===== src/rtl/sipo_capture_ctrl.sv =====
// -----------------------------------------------------------------------------
// sipo_capture_ctrl
//
// Sequencer for the serial-in/parallel-out capture path. A programmable
// divider paces bit sampling; one shift strobe is issued per bit. After a
// fixed-width frame has been shifted in, the assembled word is offered to
// downstream logic over a valid/ready handshake. If a new word completes while
// the previous one is still unconsumed, the new word is dropped and a sticky
// overrun flag is raised.
//
// Parameters:
//   DIV    clock cycles per bit tick (1..1024)
//   WIDTH  bits per frame (2..32)
//
// Ports:
//   i_CLK    system clock, rising edge
//   i_RST    synchronous, active-high reset
//   i_SDI    serial data, MSB first, sampled on bit ticks
//   i_START  request to capture one frame, honoured only in IDLE
//   o_BUSY   high whenever the sequencer is not IDLE
//   o_SFT    one-cycle shift strobe per bit (SIPO shift enable)
//   o_DATA   last completed word
//   o_VALID  o_DATA holds an unconsumed word
//   i_READY  consumer accepts o_DATA when o_VALID and i_READY are both high
//   o_OVR    sticky overrun, cleared only by reset
// -----------------------------------------------------------------------------
module sipo_capture_ctrl #(
    parameter int DIV   = 4,
    parameter int WIDTH = 8
) (
    input  logic             i_CLK,
    input  logic             i_RST,
    input  logic             i_SDI,
    input  logic             i_START,
    output logic             o_BUSY,
    output logic             o_SFT,
    output logic [WIDTH-1:0] o_DATA,
    output logic             o_VALID,
    input  logic             i_READY,
    output logic             o_OVR
);

    // The divider keeps at least one bit so DIV=1 still elaborates cleanly;
    // in that case it simply stays at zero and every SHIFT cycle is a tick.
    localparam int DIV_W  = (DIV > 1) ? $clog2(DIV) : 1;
    localparam int BCNT_W = $clog2(WIDTH + 1);

    localparam logic [DIV_W-1:0]  DIV_LAST  = DIV_W'(DIV - 1);
    localparam logic [BCNT_W-1:0] BCNT_LAST = BCNT_W'(WIDTH - 1);

    typedef enum logic [1:0] {
        IDLE  = 2'd0,
        SHIFT = 2'd1,
        DONE  = 2'd2
    } state_t;

    state_t              state;
    state_t              state_nxt;
    logic [DIV_W-1:0]    div;
    logic [BCNT_W-1:0]   bcnt;
    logic [WIDTH-1:0]    sr;
    logic                sft;

    // -------------------------------------------------------------------------
    // State register
    // -------------------------------------------------------------------------
    // NOTE: sequential state is always written with non-blocking assignments so
    // every register samples pre-edge values regardless of block ordering.
    always_ff @(posedge i_CLK) begin
        if (i_RST) begin
            state <= IDLE;
        end else begin
            state <= state_nxt;
        end
    end

    // -------------------------------------------------------------------------
    // Next-state logic
    // -------------------------------------------------------------------------
    always_comb begin
        // NOTE: default assignment first so no path through the case leaves
        // state_nxt unassigned, which would otherwise infer a latch.
        state_nxt = state;
        case (state)
            IDLE: begin
                if (i_START) begin
                    state_nxt = SHIFT;
                end
            end
            SHIFT: begin
                // The tick that captures the last bit ends the frame.
                if (sft && (bcnt == BCNT_LAST)) begin
                    state_nxt = DONE;
                end
            end
            DONE: begin
                state_nxt = IDLE;
            end
            default: begin
                state_nxt = IDLE;
            end
        endcase
    end

    // -------------------------------------------------------------------------
    // Combinational outputs: decoded from state and divider only
    // -------------------------------------------------------------------------
    always_comb begin
        o_BUSY = (state != IDLE);
        sft    = (state == SHIFT) && (div == DIV_LAST);
    end

    assign o_SFT = sft;

    // -------------------------------------------------------------------------
    // Divider, bit counter and shift register
    // -------------------------------------------------------------------------
    always_ff @(posedge i_CLK) begin
        if (i_RST) begin
            div  <= '0;
            bcnt <= '0;
            // NOTE: the shift register is cleared on reset even though a full
            // frame overwrites it, so a reset mid-frame leaves no partial word.
            sr   <= '0;
        end else begin
            case (state)
                IDLE: begin
                    if (i_START) begin
                        div  <= '0;
                        bcnt <= '0;
                    end
                end
                SHIFT: begin
                    if (sft) begin
                        sr   <= {sr[WIDTH-2:0], i_SDI};
                        div  <= '0;
                        bcnt <= bcnt + BCNT_W'(1);
                    end else begin
                        div  <= div + DIV_W'(1);
                    end
                end
                default: begin
                end
            endcase
        end
    end

    // -------------------------------------------------------------------------
    // Output buffer and handshake
    // -------------------------------------------------------------------------
    // In DONE, a consumer accepting on the same edge frees the buffer, so the
    // new word loads and o_VALID simply stays high.
    always_ff @(posedge i_CLK) begin
        if (i_RST) begin
            o_DATA  <= '0;
            o_VALID <= 1'b0;
            o_OVR   <= 1'b0;
        end else if (state == DONE) begin
            if (!o_VALID || i_READY) begin
                o_DATA  <= sr;
                o_VALID <= 1'b1;
            end else begin
                o_OVR   <= 1'b1;
            end
        end else if (o_VALID && i_READY) begin
            o_VALID <= 1'b0;
        end
    end

endmodule


===== config.mk =====
export PLATFORM = sky130hd
export DESIGN_NAME = sipo_capture_ctrl
export DESIGN_NICKNAME = d
export VERILOG_FILES = /design/src/rtl/sipo_capture_ctrl.sv
export SDC_FILE = /design/constraint.sdc
export NUM_CORES = 1
export LEC_CHECK = 0
export BUFFER_PORTS_ARGS = -buffer_cell sky130_fd_sc_hd__buf_2
export CAP_MARGIN = 15
export CORE_UTILIZATION = 53
export DETAILED_ROUTE_END_ITERATION = 12
export GPL_ROUTABILITY_DRIVEN = 0
export PLACE_DENSITY = 0.8
export RECOVER_POWER = 100
export SLEW_MARGIN = 20
export SYNTH_ARGS = -nofsm -noshare
export SYNTH_HDL_FRONTEND = slang
export SYNTH_SLANG_ARGS = --single-unit

===== constraint.sdc =====
create_clock -name i_CLK -period 1.7 [get_ports i_CLK]
set_input_delay 0.17 -clock i_CLK [delete_from_list [all_inputs] [get_ports i_CLK]]
set_output_delay 0.17 -clock i_CLK [all_outputs]
set_load 0.005 [all_outputs]

### Yosys cells after proc, flatten, opt, wreduce, memory -nomap -nowiden

Index checks and enable logic that the tools add are counted.
W data, S select, Z words.

| operators by class | value |
|---|---|
| equal/unequal tests | 8 |
| muxes and demuxes | 12 |
| bitwise gates (word level) | 1 |
| $add $sub $neg | 2 |
| reductions and logical operators | 16 |

Operator list:

| operator | count |
|---|---|
| $reduce_and A2 Y1 | 6 |
| $mux W2 | 4 |
| $mux W4 | 2 |
| $pmux W2 S2 | 2 |
| $pmux W4 S2 | 1 |
| $ne A2 B2 Y1 const B | 3 |
| $reduce_bool A2 Y1 | 3 |
| $add A4 B1 Y4 const B | 1 |
| $eq A2 B2 Y1 const B | 2 |
| $eq A4 B3 Y1 const B | 1 |
| $logic_and A1 B1 Y1 | 3 |
| $mux W1 | 3 |
| $reduce_and A3 Y1 | 1 |
| $add A2 B1 Y2 const B | 1 |
| $eq A2 B1 Y1 const B | 1 |
| $logic_not A2 Y1 | 1 |
| $ne A2 B1 Y1 const B | 1 |
| $logic_not A1 Y1 | 1 |
| $logic_or A1 B1 Y1 | 1 |
| $not A1 Y1 | 1 |

| word-level totals | value |
|---|---|
| word-level logic and storage cells | 46 |
| flip-flop bits (word level) | 26 |
| output and inout bits | 12 |

### Depth between registers and ports, before layout

| depth | value |
|---|---|
| depth in word-level cells | 5 |
| mapped depth | 5 |
| gate-level depth less buffers | 4 |

### Worst setup path after synthesis

No wires, ideal clock.

| timing | value |
|---|---|
| path type | flip-flop to flip-flop |
| start point | reg div[0] |
| end point | reg bcnt[3] |
| buffers on the path | 0 |
| arrival time | 1.201 ns |
| cell stages (with the launch flop) | 5 |
| slack | 0.429 ns |
| period minus slack after synthesis | 1.271 ns |
| cell sequence | dfxtp_1 ha_1 mux2i_1 or4_1 a21oi_1 |

| on the way | value |
|---|---|
| longest elaborated chain between the ends | 4 |

Ends and longest elaborated chain:

| element | line | source |
|---|---|---|
| start: declaration | 59 | `logic [DIV_W-1:0] div;` |
| start signal: assignment | 139 | `div <= div + DIV_W'(1);` |
| $eq A2 B2 Y1 | 110 | `sft = (state == SHIFT) && (div == DIV_LAST);` |
| $logic_and A1 B1 Y1 | 110 |  |
| $ne A2 B2 Y1 (no source line) | - |  |
| $reduce_and A3 Y1 (no source line) | - |  |
| end signal: assignment | 137 | `bcnt <= bcnt + BCNT_W'(1);` |
| end: declaration | 60 | `logic [BCNT_W-1:0] bcnt;` |

Every way passes these cells.
A chain may end at the register's enable or synchronous reset.

### Final worst setup path

Ends and elaborated chain as after synthesis.

==> impl_metrics.py <==
metrics = {
    "floorplan": {
        "start_util": 0.5896,
        "fp.dieArea_um2": 2187,
        "fp.dieW_um": 46.77,
        "die_h_um": 46.77,
        "rows": 15,
        "top_level_ports": 17,
        "core_um2": 1802,
    },
    "layout": {
        "final_cell_mix": "dfxtp_1, a21oi_1, nand3_1, clkbuf_1",
        "final_util": 0.6681,
        "n_antenna_cell": 0,
        "finalNetCount": 146,
        "final_common_cell": "dfxtp_1",
        "area_delta_synth_final_pct": 13.31,
        "seq_area_um2": 520.5,
        "drive_gt1_frac": 0.1232,
        "fillers": 157,
        "multi_input_area_um2": 494.2,
    },
    "critical_path": {
        "crit_arrival_ns": 1.75,
        "crit_fanout": 5,
        "required_ns": 1.97,
        "worst-setup-path-type": "reg -> reg",
        "critPathLaunch": "div[0]",
        "r2r-start": "div[0]",
        "endpoint_kind": "flip-flop",
        "start_kind": "flip-flop",
    },
    "placed_design": {
        "port-buffer-count": 16,
        "dp_slack_ns": 0.2745,
        "dp_hpwl_um": 1427,
    },
    "detailed_routing": {
        "postRouteWirelength_um": 2158,
        "dr.pass1.iters": 4,
        "drtIter0Drc": 35,
        "wl_per_cell_um": 13.24,
        "drc_errors": 0,
        "detail-route-antenna-nets": 0,
        "drt-vias-per-instance": 5.534,
        "vias": 902,
    },
    "yosys": {
        "syn_avg_cell_area_um2": 8.636,
        "synthTopCellsByArea": "dfxtp_1, a21oi_1, nand3_1, o21ai_0, nand2_1",
        "synth_cells": 123,
        "synth_top_area_frac": 0.4900,
        "synth-seq-cells": 26,
        "ys_warn_count": 0,
        "yosysTopAreaCell": "dfxtp_1",
        "yosysUniqueCellTypes": 27,
        "syn-cell-area_um2": 1062,
        "synth_seq_area_share": 0.4900,
        "syn_nets": 130,
    },
    "grt": {
        "grt_overflow": 0,
        "grt_first_pass_wirelength_um": 3422,
        "grtUsageTotal": 0.2264,
        "grt_pass1_vias": 760,
        "grt_start_max_net_pins": 28,
        "antenna_found_initial": 0,
    },
    "timing": {
        "rsz0062_at_grt": "false",
        "finClkSkew_ns": 0.001337,
        "setup_slack_ns": 0.2196,
        "slew_violations": 0,
        "fin_setup_tns_ns": 0,
        "worstMarginPinSlew_ns": 0.4643,
        "slew_headroom": 0.6899,
        "hold_viol": 0,
        "max_freq_ghz": 0.6755,
        "period_share": 0.8708,
        "finalSetupViolations": 0,
        "period_needed_ns": 1.480,
    },
    "clock_network": {
        "clkSlewWorstSetupHoldPaths_ns": 0.14,
        "numCtsBuffers": 3,
        "clk_path_buf_depth": 2,
        "tritoncts": "built",
        "cts_hold_buf": 0,
        "h-tree-depth": 1,
        "root_buffer": "clkbuf_4",
        "worstSkewPairLatency_ns": 0.33,
        "numClockSinks": 26,
    },
    "power_and_ir_drop": {
        "vdd_drop_max_mv": 0.6568,
        "power_density_nw_per_um2": 914.0,
        "leakagePower_nw": 0.4363,
    },
    "flow_run": {
        "cap_violations": 0,
    },
    "run_status": {
        "status": "finished clean",
    },
    "worst_hold_path": {
        "min_from": "i_SDI",
        "hp-class": "in -> reg",
    },
}
synth_stat cells:
cell type  instances
nor2_1             7
o31ai_1            1
a21oi_1           19
ha_1               2
inv_1              1
mux2i_1            2
or2_2              2
a211oi_1           1
and4b_1            1
a32o_1             1
or4_1              1
buf_2              2
o21ai_0            8
xor2_1             1
and4bb_2           1
and3b_1            1
nor2b_1            3
nand2_1            8
a22oi_1            2
dfxtp_1           26
buf_4              1
o21bai_1           1
nor3b_1            1
clkbuf_1           7
nand3b_1           2
nand2b_1           3
nand3_1           18
area by class of cell:
type / instances / area share
flip-flops and latches: 26 / 0.4324
multi-input cells: 86 / 0.4106
repair buffers: 21 / 0.08420
well taps: 25 / 0.02599
clock inverters: 1 / 0.02495
clock buffers: 3 / 0.01871
inverters: 1 / 0.003119
where the power goes:
| part | switching (mW) | internal, mW | leakage (nW) |
|---|---|---|---|
| Combinational | 0.0298 | 0.0188 | 0.198 |
| Sequential | 0.00556 | 0.614 | 0.210 |
| Clock | 0.193 | 0.239 | 0.0279 |
routing by layer:
| metal | vias up | part of all wire | track usage |
|---|---|---|---|
| met5 | - | 0 | 0 |
| met4 | 0 | 0.019 | 0.1029 |
| met3 | 5 | 0.051 | 0.03462 |
| met2 | 24 | 0.45 | 0.3361 |
| met1 | 413 | 0.48 | 0.3253 |
| li1 | 460 | - | - |
registers in the layout (all words and copies together) (netlist names):
| signal | flops |
|---|---|
| div | 2 |
| o_DATA | 8 |
| bcnt | 4 |
| sr | 8 |
| o_VALID | 1 |
| state | 2 |
| o_OVR | 1 |
critical path, cell delays in order (launching register included):
cell and delay (ns):
dfxtp_1 0.38, ha_1 0.25, mux2i_1 0.15, or4_1 0.49, a21oi_1 0.16
metrics by stage:
stage | hold WS, ns | total power, mW | instance area, um^2 | std cells
finish | 0.06877 | 1.100 | 1204 | 163
global route | 0.06873 | 1.136 | 1204 | 163
CTS | 0.07188 | 1.098 | 1205 | 161
detailed placement | 0.4320 | 0.6793 | 1152 | 157
global placement | 0.4298 | 0.6769 | 1152 | 157
floorplan | 0.3175 | 0.6667 | 1062 | 123
worst paths after layout:
| path | cells past startpoint | endpoint | slack (ns) |
|---|---|---|---|
| hold reg to reg | 2 | sr[7] | 0.48 |
| hold / removal | 3 | sr[0] | 0.07 |
| setup reg to reg | 4 | bcnt[3] | 0.22 |
| setup / recovery | 4 | bcnt[3] | 0.22 |
cells by family after synthesis:
group,Yosys count,synth area share
xor+xnor,1,0.008247
compound gates,33,0.1720
buf+inv,11,0.04476
fa+ha+maj,2,0.02355
flops,26,0.4900
mux,2,0.01885
simple gates,48,0.2427
timing repair:
item,4_1_cts,5_1_grt
setup buffers,0,2
resized for setup,0,0
endpoints found under the hold margin,0,0
endpoints found under the setup margin,0,1
No activity file was read; power rests on OpenSTA's default activity.
